**src/rtl/disp4_bcd_scan_pkg.sv**
```systemverilog
// rtl/disp4_bcd_scan_pkg.sv - shared constants and state encoding for the 4-digit BCD display feeder
package disp4_bcd_scan_pkg;

   localparam int          DIGITS         = 4;
   localparam int          BIN_W          = 14;
   localparam logic [13:0] BCD_MAX        = 14'd9999;
   localparam logic [3:0]  BCD_ERR_NIBBLE = 4'hE;
   localparam logic [3:0]  AN_RESET       = 4'b1110;

   typedef enum logic [1:0] {
      IDLE   = 2'd0,
      CONV   = 2'd1,
      COMMIT = 2'd2
   } state_t;

endpackage

```
**src/rtl/disp4_bcd_scan_bin2bcd_seq.sv**
```systemverilog
// rtl/disp4_bcd_scan_bin2bcd_seq.sv - sequential shift-add-3 binary to BCD converter, one bit per cycle
module bin2bcd_seq
   import disp4_bcd_scan_pkg::*;
(
   input  logic                  clk,
   input  logic                  rst,
   input  logic                  start,
   input  logic [BIN_W-1:0]      bin,
   output logic                  done,
   output logic [4*DIGITS-1:0]   bcd
);

   logic [BIN_W-1:0]    sh_bin;
   logic [4*DIGITS-1:0] sh_bcd;
   logic [4*DIGITS-1:0] adj;
   logic [3:0]          cnt;
   logic                running;

   always_comb begin
      adj = sh_bcd;
      for (int i = 0; i < DIGITS; i++) begin
         if (sh_bcd[4*i +: 4] >= 4'd5)
            adj[4*i +: 4] = sh_bcd[4*i +: 4] + 4'd3;
      end
   end

   // done marks the cycle whose closing edge performs the final iteration
   assign done = running && (cnt == 4'(BIN_W - 1));
   assign bcd  = sh_bcd;

   always_ff @(posedge clk) begin
      if (rst) begin
         sh_bin  <= '0;
         sh_bcd  <= '0;
         cnt     <= '0;
         running <= 1'b0;
      end else if (start) begin
         sh_bin  <= bin;
         sh_bcd  <= '0;
         cnt     <= '0;
         running <= 1'b1;
      end else if (running) begin
         {sh_bcd, sh_bin} <= {adj, sh_bin} << 1;
         cnt              <= cnt + 4'd1;
         if (done)
            running <= 1'b0;
      end
   end

endmodule

```
**src/rtl/disp4_bcd_scan.sv**
```systemverilog
// rtl/disp4_bcd_scan.sv - latches a binary value, converts it to BCD and scans 4 digits onto one bus
module disp4_bcd_scan
   import disp4_bcd_scan_pkg::*;
#(
   parameter int REFRESH_DIV = 50000
) (
   input  logic              clk,
   input  logic              rst,
   input  logic [BIN_W-1:0]  bin_in,
   input  logic              load,
   output logic              busy,
   output logic              ovf,
   output logic [3:0]        bcd_out,
   output logic [3:0]        an
);

   localparam int             PW   = (REFRESH_DIV > 1) ? $clog2(REFRESH_DIV) : 1;
   localparam logic [PW-1:0]  PMAX = PW'(REFRESH_DIV - 1);

   state_t              state;
   logic [4*DIGITS-1:0] disp;
   logic [4*DIGITS-1:0] disp_d;
   logic [4*DIGITS-1:0] eng_bcd;
   logic                eng_done;
   logic                eng_start;
   logic                over;
   logic [PW-1:0]       presc;
   logic [1:0]          idx;
   logic [1:0]          idx_d;
   logic                wrap;

   assign over      = (bin_in > BCD_MAX);
   assign eng_start = (state == IDLE) && load && !over;

   bin2bcd_seq u_conv (
      .clk   (clk),
      .rst   (rst),
      .start (eng_start),
      .bin   (bin_in),
      .done  (eng_done),
      .bcd   (eng_bcd)
   );

   // next display value is shared with the scan registers so new digits appear on the same edge
   always_comb begin
      disp_d = disp;
      if ((state == IDLE) && load && over)
         disp_d = {DIGITS{BCD_ERR_NIBBLE}};
      else if (state == COMMIT)
         disp_d = eng_bcd;
   end

   always_ff @(posedge clk) begin
      if (rst) begin
         state <= IDLE;
         disp  <= '0;
         busy  <= 1'b0;
         ovf   <= 1'b0;
      end else begin
         disp <= disp_d;
         case (state)
            IDLE: begin
               if (load) begin
                  if (over) begin
                     ovf <= 1'b1;
                  end else begin
                     ovf   <= 1'b0;
                     busy  <= 1'b1;
                     state <= CONV;
                  end
               end
            end
            CONV: begin
               if (eng_done)
                  state <= COMMIT;
            end
            COMMIT: begin
               busy  <= 1'b0;
               state <= IDLE;
            end
            default: begin
               busy  <= 1'b0;
               state <= IDLE;
            end
         endcase
      end
   end

   assign wrap = (presc == PMAX);

   always_comb begin
      idx_d = idx;
      if (wrap)
         idx_d = idx + 2'd1;
   end

   always_ff @(posedge clk) begin
      if (rst) begin
         presc   <= '0;
         idx     <= 2'd0;
         an      <= AN_RESET;
         bcd_out <= 4'h0;
      end else begin
         presc   <= wrap ? '0 : presc + 1'b1;
         idx     <= idx_d;
         an      <= ~(4'b0001 << idx_d);
         bcd_out <= disp_d[{idx_d, 2'b00} +: 4];
      end
   end

endmodule

```
**config.mk**
```make
export PLATFORM = sky130hd
export DESIGN_NAME = disp4_bcd_scan
export DESIGN_NICKNAME = d
export VERILOG_FILES = /design/src/rtl/disp4_bcd_scan_pkg.sv /design/src/rtl/disp4_bcd_scan_bin2bcd_seq.sv /design/src/rtl/disp4_bcd_scan.sv
export SDC_FILE = /design/constraint.sdc
export NUM_CORES = 1
export LEC_CHECK = 0
export BUFFER_PORTS_ARGS = -buffer_cell sky130_fd_sc_hd__buf_2
export CELL_PAD_IN_SITES_DETAIL_PLACEMENT = 2
export CELL_PAD_IN_SITES_GLOBAL_PLACEMENT = 2
export CORE_MARGIN = 2
export CORE_UTILIZATION = 37
export CTS_CLUSTER_DIAMETER = 200
export DETAILED_ROUTE_END_ITERATION = 8
export PLACE_DENSITY_LB_ADDON = 0.3
export SLEW_MARGIN = 15
export SYNTH_ARGS = -nofsm -noshare
export SYNTH_HDL_FRONTEND = slang
export SYNTH_SLANG_ARGS = --single-unit
```
**constraint.sdc**
```tcl
create_clock -name clk -period 2.6 [get_ports clk]
set_input_delay 0.78 -clock clk [delete_from_list [all_inputs] [get_ports clk]]
set_output_delay 0.78 -clock clk [all_outputs]
set_load 0.05 [all_outputs]
```
==> key figures, run 1 <==
Clock network
  – Worst-path clk slew: around 0.09 ns
  – Clock root buffer: clkbuf_8
  – CTS max path bufs: 2
  – H-tree Lvls: 3
  – CTS tree: yes
  – Clock latency on the worst-skew pair: approximately 0.35 ns
  – Num CTS Buffers: 9
  – Clk sink count: 81
  – CTS resizes: 0

Power and ir drop
  – Sw Share: approximately 25%
  – Part of the power in the clock network: a little over two fifths
  – Pleak: 1.59 nW
  – Logic pwr share: approximately 9.2%
  – Reg power frac: about half
  – Power Density: 627 nW/um^2
  – Internal cell power: ~2.0 mW
  – Overall power: 2.70 mW
  – Psw: 0.670 mW
  – Maximum VDD drop: between 300 and 400 uV

Synth
  – Seq cells post-synth: 81
  – Syn. warnings: 0
  – Async SR Flop Fraction: 0%
  – Synthesized cell area: ~3800 um^2
  – Syn Area/Cell: 8.75 um^2
  – Dominant synthesized flop cell: dfxtp_1
  – Largest area contributor in the netlist: dfxtp_1
  – Area contributors post-synth: dfxtp_1, mux2i_1, nor2_1
  – Synth Net Count: approximately 460
  – Post-synth EDFFs: 0
  – Yosys cell types: 48
  – Post-synth top area share: 43.1%
  – Sequential-to-total area share from yosys stat: a little over two fifths
  – Post-Synthesis Cells: 430

Routing
  – Wirelength per Cell: 16.6 um
  – DRC Markers: 0
  – First-pass detailed-route iteration total: 4
  – Final WL: slightly below 10,000 um
  – Routed vias: 3,106
  – Vias per std cell: between 5 and 6
  – Initial drt markers: 85
  – Final ANT Viol Nets: 0

GRT
  – Met2 usage: around a third
  – Met3 Usage GRT: under 10%
  – Busiest layer in global routing: met2
  – GR Overflow Total: 0
  – Met1 usage: around a quarter
  – Pin count of the biggest net entering global routing: 34
  – Initial antenna violation count: 0
  – Overall Global Routing Usage: 18.5%
  – First-pass GRT wire length: ~16,000 um
  – Vias in the first global route: around 3,200

Finish
  – Most common cell after layout, fill and taps aside: dfxtp_1
  – Antenna diodes: 0
  – Final #Nets: 483
  – Most frequent cells in the layout: dfxtp_1, nor2_1, a21oi_1
  – Proportion of layout cells with a drive suffix above 1: about 15%
  – Area Growth Syn to Fin: 14.3%

Critical path
  – Crit path max fanout: 4
  – Startpoint types: register
  – Critical path class: reg -> reg
  – Data required, critical path: about 2.8 ns
  – Setup crit end kind: register
  – Critical Path AT: between 2 and 3 ns
  – Reg2Reg Depth: 4

Timing
  – Max-Slew Margin vs Limit: between 50 and 60%
  – Tmin final: 2.70 ns
  – Fmax: 0.370 GHz
  – Period utilization: 104%
  – Setup violations, final: 1
  – Clock Skew: around 0.011 ns
  – Slew @ Worst Pin: roughly 0.64 ns
  – Min Hold Slack: between 0.4 and 0.5 ns
  – Number of hold violations in the final report: 0
  – Final setup margin: -0.0995 ns
  – Pins Over Slew Limit: 0

Die
  – Core ar.: 9820 um^2
  – Die height: 105 um
  – Chip width: roughly 100 um
  – Die Area: ~11,000 um^2
  – Ports: 27
  – Initial core utilization: between 30% and 40%
  – FP Rows: 36

Worst hold path
  – Min-delay worst type: reg -> reg
  – Hold depth: 2

Placement
  – IO Port Bufs: 26
  – Hpwl dp: about 6800 um
  – Placer Congestion: 0.859

Status
  – Failing checks: negative setup slack
  – Outcome: finished, violations left

Flow run
  – Max-cap violations: 0
-- synthesized netlist by cell type (2+ instances only) --
master,number
xnor2_1,12
ha_1,11
or3_1,2
buf_2,2
clkbuf_1,22
mux2i_1,28
o41ai_1,2
nand2b_1,8
mux2_2,4
a21oi_1,37
nand2_1,21
a211oi_1,14
a21o_1,3
nor3_1,9
nor2_1,72
or2_2,4
and3_1,2
a31oi_1,2
nand3b_1,2
dfxtp_1,81
nand4_1,5
inv_1,15
o311ai_0,2
o21ai_0,16
xor2_1,13
a2bb2oi_1,2
buf_4,2
nand3_1,13
o211ai_1,4
o22ai_1,2
-- cells by family (layout without fill, tap and decap cells) --
kind of cell | count (synthesis) | after routing | share of synthesized area [%]
buffers and inverters | 42 | 72 | 4.45
xor gates and xnor gates | 25 | 25 | 5.82
DFF | 81 | 81 | 43.1
AOI/OAI and AO/OA | 88 | 88 | 14.2
and+or+nand+nor | 149 | 149 | 18.8
muxes | 34 | 34 | 9.94
adders and majority gates | 11 | 11 | 3.66
-- through the flow --
stage,std cells,util [%],instance area (um^2),worst slack [ns],TNS [ns]
4_1_cts,591,43.7,4290,0.0483,0
6_report,593,43.8,4300,-0.0995,-0.0995
2_1_floorplan,430,-,3760,0.261,0
3_5_place_dp,575,41.2,4050,0.0959,0
3_3_place_gp,575,41.2,4050,0.108,0
5_1_grt,593,43.8,4300,-0.192,-0.192
-- cell type report --
cell class / count / area (um^2)
clock inverters: 6 / 113
flip-flops and latches: 81 / 1620
multi-input cells: 307 / 1970
repair buffers: 41 / 243
clock buffers: 10 / 128
well taps: 133 / 166
fillers: 1121 / 5520
inverters: 15 / 56.3
-- registers in the layout, summed over array words and instances (netlist names) --
register        flops
u_conv.cnt          4
busy                1
an                  4
u_conv.running      1
u_conv.bcd         16
presc              16
ovf                 1
state               2
disp               16
u_conv.sh_bin      14
bcd_out             4
idx                 2
-- worst paths after layout --
path | slack (ns) | to | startpoint
worst max-delay path | -0.1 | bcd_out[0]$_SDFF_PP0_ | presc[15]$_SDFF_PP0_
worst max register to register | -0.1 | bcd_out[0]$_SDFF_PP0_ | presc[15]$_SDFF_PP0_
worst min-delay path | 0.46 | ovf$_SDFFE_PP0P_ | ovf$_SDFFE_PP0P_
worst min register to register | 0.46 | ovf$_SDFFE_PP0P_ | ovf$_SDFFE_PP0P_
-- metal layers --
metal	up-vias	wire, um
met5	-	0
met4	0	125
met3	10	232
met2	31	5040
met1	1530	4460
li1	1535	-
-- what timing repair did --
| item | CTS | global route |
|---|---|---|
| setup buffers | 0 | 2 |
| hold buffers | 0 | 0 |
| setup endpoints to repair | 0 | 2 |
-- power groups by stage --
stage | combinational, mW | sequential [mW] | clock [mW]
after global routing | 0.275 | 1.33 | 1.21
after CTS | 0.250 | 1.32 | 1.16
after detailed placement | 0.246 | 1.35 | 0
final | 0.247 | 1.32 | 1.13
after floorplan | 0.161 | 1.36 | 0
after global placement | 0.236 | 1.35 | 0
-- critical path, stage by stage, from the launching register on --
cell and delay (ns):
dfxtp_1 0.36, or4bb_1 0.55, nor4_4 0.36, mux4_1 0.61
a2111oi_0 0.64
Power figures use the tool's default switching activity.
==> run 2: changes to the inputs <==
--- a/config.mk
+++ b/config.mk
@@ -5,11 +5,12 @@
 export SDC_FILE = /design/constraint.sdc
 export NUM_CORES = 1
 export LEC_CHECK = 0
+export ABC_AREA = 1
 export BUFFER_PORTS_ARGS = -buffer_cell sky130_fd_sc_hd__buf_2
 export CELL_PAD_IN_SITES_DETAIL_PLACEMENT = 2
 export CELL_PAD_IN_SITES_GLOBAL_PLACEMENT = 2
 export CORE_MARGIN = 2
-export CORE_UTILIZATION = 37
+export CORE_UTILIZATION = 35
 export CTS_CLUSTER_DIAMETER = 200
 export DETAILED_ROUTE_END_ITERATION = 8
 export PLACE_DENSITY_LB_ADDON = 0.3
==> key figures, run 2 <==
Status
  – Outcome: complete, no violations (was finished, violations left)

Timing
  – Period utilization: 70.4% (was 104%)
  – RSZ-0062 raised after global routing: false
  – Tmin final: 1.83 ns (was 2.70 ns)
  – Final setup margin: 0.769 ns (was -0.0995 ns)
  – Clock Skew: 0.0104 ns (was 0.0113 ns)
  – Fmax: 0.546 GHz (was 0.370 GHz)
  – Number of hold violations in the final report: 0 (unchanged)
  – Min Hold Slack: 0.476 ns (was 0.457 ns)
  – Setup violations, final: 0 (was 1)
  – Setup_tns: 0 ns (was -0.0995 ns)
  – Pins Over Slew Limit: 0 (unchanged)
  – Slew @ Worst Pin: 0.599 ns (was 0.643 ns)
  – Max-Slew Margin vs Limit: 60.0% (was 56.0%)

Synth
  – Syn. warnings: 0 (unchanged)
  – Async SR Flop Fraction: 0% (unchanged)
  – Post-synth top area share: 42.8% (was 43.1%)
  – Largest area contributor in the netlist: dfxtp_1 (unchanged)
  – Area contributors post-synth: dfxtp_1, nand2_1, nor2_1 (was dfxtp_1, mux2i_1, nor2_1)
  – Post-synth EDFFs: 0 (unchanged)
  – Sequential-to-total area share from yosys stat: 42.8% (was 43.1%)
  – Dominant synthesized flop cell: dfxtp_1 (unchanged)
  – Top cells by count, synth: nand2_1, dfxtp_1, nor2_1 (was dfxtp_1, nor2_1, a21oi_1)
  – Post-Synthesis Cells: 514 (was 430)
  – Synthesized cell area: 3790 um^2 (was 3760 um^2)
  – Syn Area/Cell: 7.37 um^2 (was 8.75 um^2)
  – Most common cell in the netlist: nand2_1 (was dfxtp_1)
  – Yosys cell types: 34 (was 48)
  – Seq cells post-synth: 81 (unchanged)
  – Synth Net Count: 542 (was 458)

Routing
  – Final WL: 10,800 um (was 9860 um)
  – Wirelength per Cell: 15.9 um (was 16.6 um)
  – Routed vias: 3,408 (was 3,106)
  – DRC Markers: 0 (unchanged)
  – First-pass detailed-route iteration total: 4 (unchanged)
  – Initial drt markers: 138 (was 85)
  – Vias per std cell: 5.03 (was 5.24)
  – Final ANT Viol Nets: 0 (unchanged)

Placement
  – Placer Congestion: 0.747 (was 0.859)
  – IO Port Bufs: 26 (unchanged)
  – Place WS: 0.427 ns (was 0.0959 ns)
  – Hpwl dp: 7770 um (was 6840 um)

Power and ir drop
  – Power Density: 601 nW/um^2 (was 627 nW/um^2)
  – Maximum VDD drop: 312 uV (was 329 uV)
  – Overall power: 2.54 mW (was 2.70 mW)
  – Pleak: 1.68 nW (was 1.59 nW)

Worst hold path
  – Hold path startpoint: u_conv.bcd[11]$_SDFFE_PP0P_ (was ovf$_SDFFE_PP0P_)
  – Hold depth: 2 (unchanged)
  – Min-delay worst type: reg -> reg (unchanged)
  – Hold path endpoint: u_conv.bcd[11]$_SDFFE_PP0P_ (was ovf$_SDFFE_PP0P_)

Die
  – FP Rows: 37 (was 36)
  – Chip width: 108 um (was 105 um)
  – Die height: 108 um (was 105 um)
  – Initial core utilization: 36.4% (was 38.3%)
  – Ports: 27 (unchanged)
  – Core ar.: 10,400 um^2 (was 9820 um^2)
  – Die Area: 11,700 um^2 (was 11,000 um^2)

Clock network
  – Worst-path clk slew: 0.08 ns (was 0.09 ns)
  – Post-cts hold buffer count: 0 (unchanged)
  – CTS tree: yes (unchanged)
  – Clock latency on the worst-skew pair: 0.38 ns (was 0.35 ns)
  – CTS resizes: 0 (unchanged)
  – Post CTS Setup Buffer Count: 0 (unchanged)
  – Clock root buffer: clkbuf_8 (unchanged)
  – H-tree Lvls: 3 (unchanged)
  – CTS max path bufs: 2 (unchanged)
  – Clk sink count: 81 (unchanged)
  – Num CTS Buffers: 9 (unchanged)

Critical path
  – R2R Path End: bcd_out[3]$_SDFF_PP0_ (was bcd_out[0]$_SDFF_PP0_)
  – CP max-delay cell: dfxtp_1 (was a2111oi_0)
  – RR Startpoint: state[1]$_SDFFE_PP0P_ (was presc[15]$_SDFF_PP0_)
  – R2R setup slack: 0.78 ns (was -0.1 ns)
  – Critical path cell sequence: buf_2 (was or4bb_1 > nor4_4 > mux4_1 > a2111oi_0)
  – Startpoint types: register (unchanged)
  – Critical Path AT: 1.05 ns (was 2.88 ns)
  – CP Buf/Inv Count: 1 (was 0)
  – Setup crit end kind: output pin (was register)
  – Top Family by Delay on Critical Path: flip-flops (was simple AND/OR/NAND/NOR gates)
  – Critical path class: reg -> out (was reg -> reg)
  – Largest stage delay on the critical path: 0.40 ns (was 0.64 ns)
  – Crit path from: ovf$_SDFFE_PP0P_ (was presc[15]$_SDFF_PP0_)
  – Crit path max fanout: 2 (was 4)
  – Reg2Reg Depth: 8 (was 4)
  – Data required, critical path: 1.82 ns (was 2.78 ns)

GRT
  – Vias in the first global route: 3,736 (was 3,249)
  – Overall Global Routing Usage: 20.1% (was 18.5%)
  – First-pass GRT wire length: 18,100 um (was 16,400 um)
  – Pin count of the biggest net entering global routing: 37 (was 34)
  – Initial antenna violation count: 0 (unchanged)
  – GR Overflow Total: 0 (unchanged)

Finish
  – Proportion of layout cells with a drive suffix above 1: 12.4% (was 15.0%)
  – Final #Nets: 565 (was 483)
  – Most common cell after layout, fill and taps aside: nand2_1 (was dfxtp_1)
  – Most frequent cells in the layout: nand2_1, dfxtp_1, nor2_1 (was dfxtp_1, nor2_1, a21oi_1)
  – Area Growth Syn to Fin: 11.3% (was 14.3%)
  – Final Util: 40.5% (was 43.8%)
  – Antenna diodes: 0 (unchanged)

Flow run
  – Max-cap violations: 0 (unchanged)
==> run 2: changes by cell type in the layout (fill, tap and decap cells not counted), sizes merged, moves of 4 or more <==
cell    before  now
mux2i       28    5
o21ai       16   30
a311oi       0    7
a211oi      14    5
nand3       13   34
xnor2       12    2
nand2b       8    0
nor2        72   66
mux2         4    0
nand2       21  127
buf         41   32
nor3         9    4
inv         17   50
==> run 2: layer usage <==
metal  GRT usage, %  wire, um  vias up
met1           23.1      4750     1663
met4           7.97       202        0
li1               -         -     1701
met2           36.3      5610       27
met5              0         0        -
met3           3.98       240       17
==> run 2: logic make-up (layout without fill, tap and decap cells) <==
family	after synthesis	in the layout	synth area share, %
xor gates and xnor gates	12	12	2.77
buffers and inverters	72	100	8.22
adders and majority gates	11	11	3.63
muxes	5	5	1.32
and+or+nand+nor	247	247	28.7
AOI/OAI and AO/OA	86	86	12.6
DFF	81	81	42.8
==> run 2: worst max-delay path by stage <==
| stage | to | slack, ns | depth (start not counted) |
|---|---|---|---|
| floorplan | presc[5]$_SDFF_PP0_ | 0.85 | 5 |
| global placement | bcd_out[3]$_SDFF_PP0_ | 0.44 | 8 |
| detailed placement | bcd_out[2]$_SDFF_PP0_ | 0.43 | 9 |
| CTS | ovf | 0.74 | 1 |
| global route | bcd_out[3]$_SDFF_PP0_ | 0.50 | 8 |
| finish | ovf | 0.77 | 1 |
==> run 2: cell type report <==
class                      count  area [um^2]
fill                        1249         6200
multi-input combinational    361         1860
sequential                    81         1620
inverter                      52          196
timing repair buffer          32          175
tap                          136          170
clock buffer                  11          141
clock inverter                 5         55.1
==> run 2: power by group <==
part,total (mW),switching [mW],internal [mW]
sequential,1.32,0.0311,1.29
clock,0.950,0.483,0.467
combinational,0.264,0.179,0.0841
==> run 2: through the flow <==
stage	area (um^2)	std cells
after CTS	4220	678
after floorplan	3790	514
after global placement	4020	662
final	4220	678
after global routing	4220	678
after detailed placement	4020	662
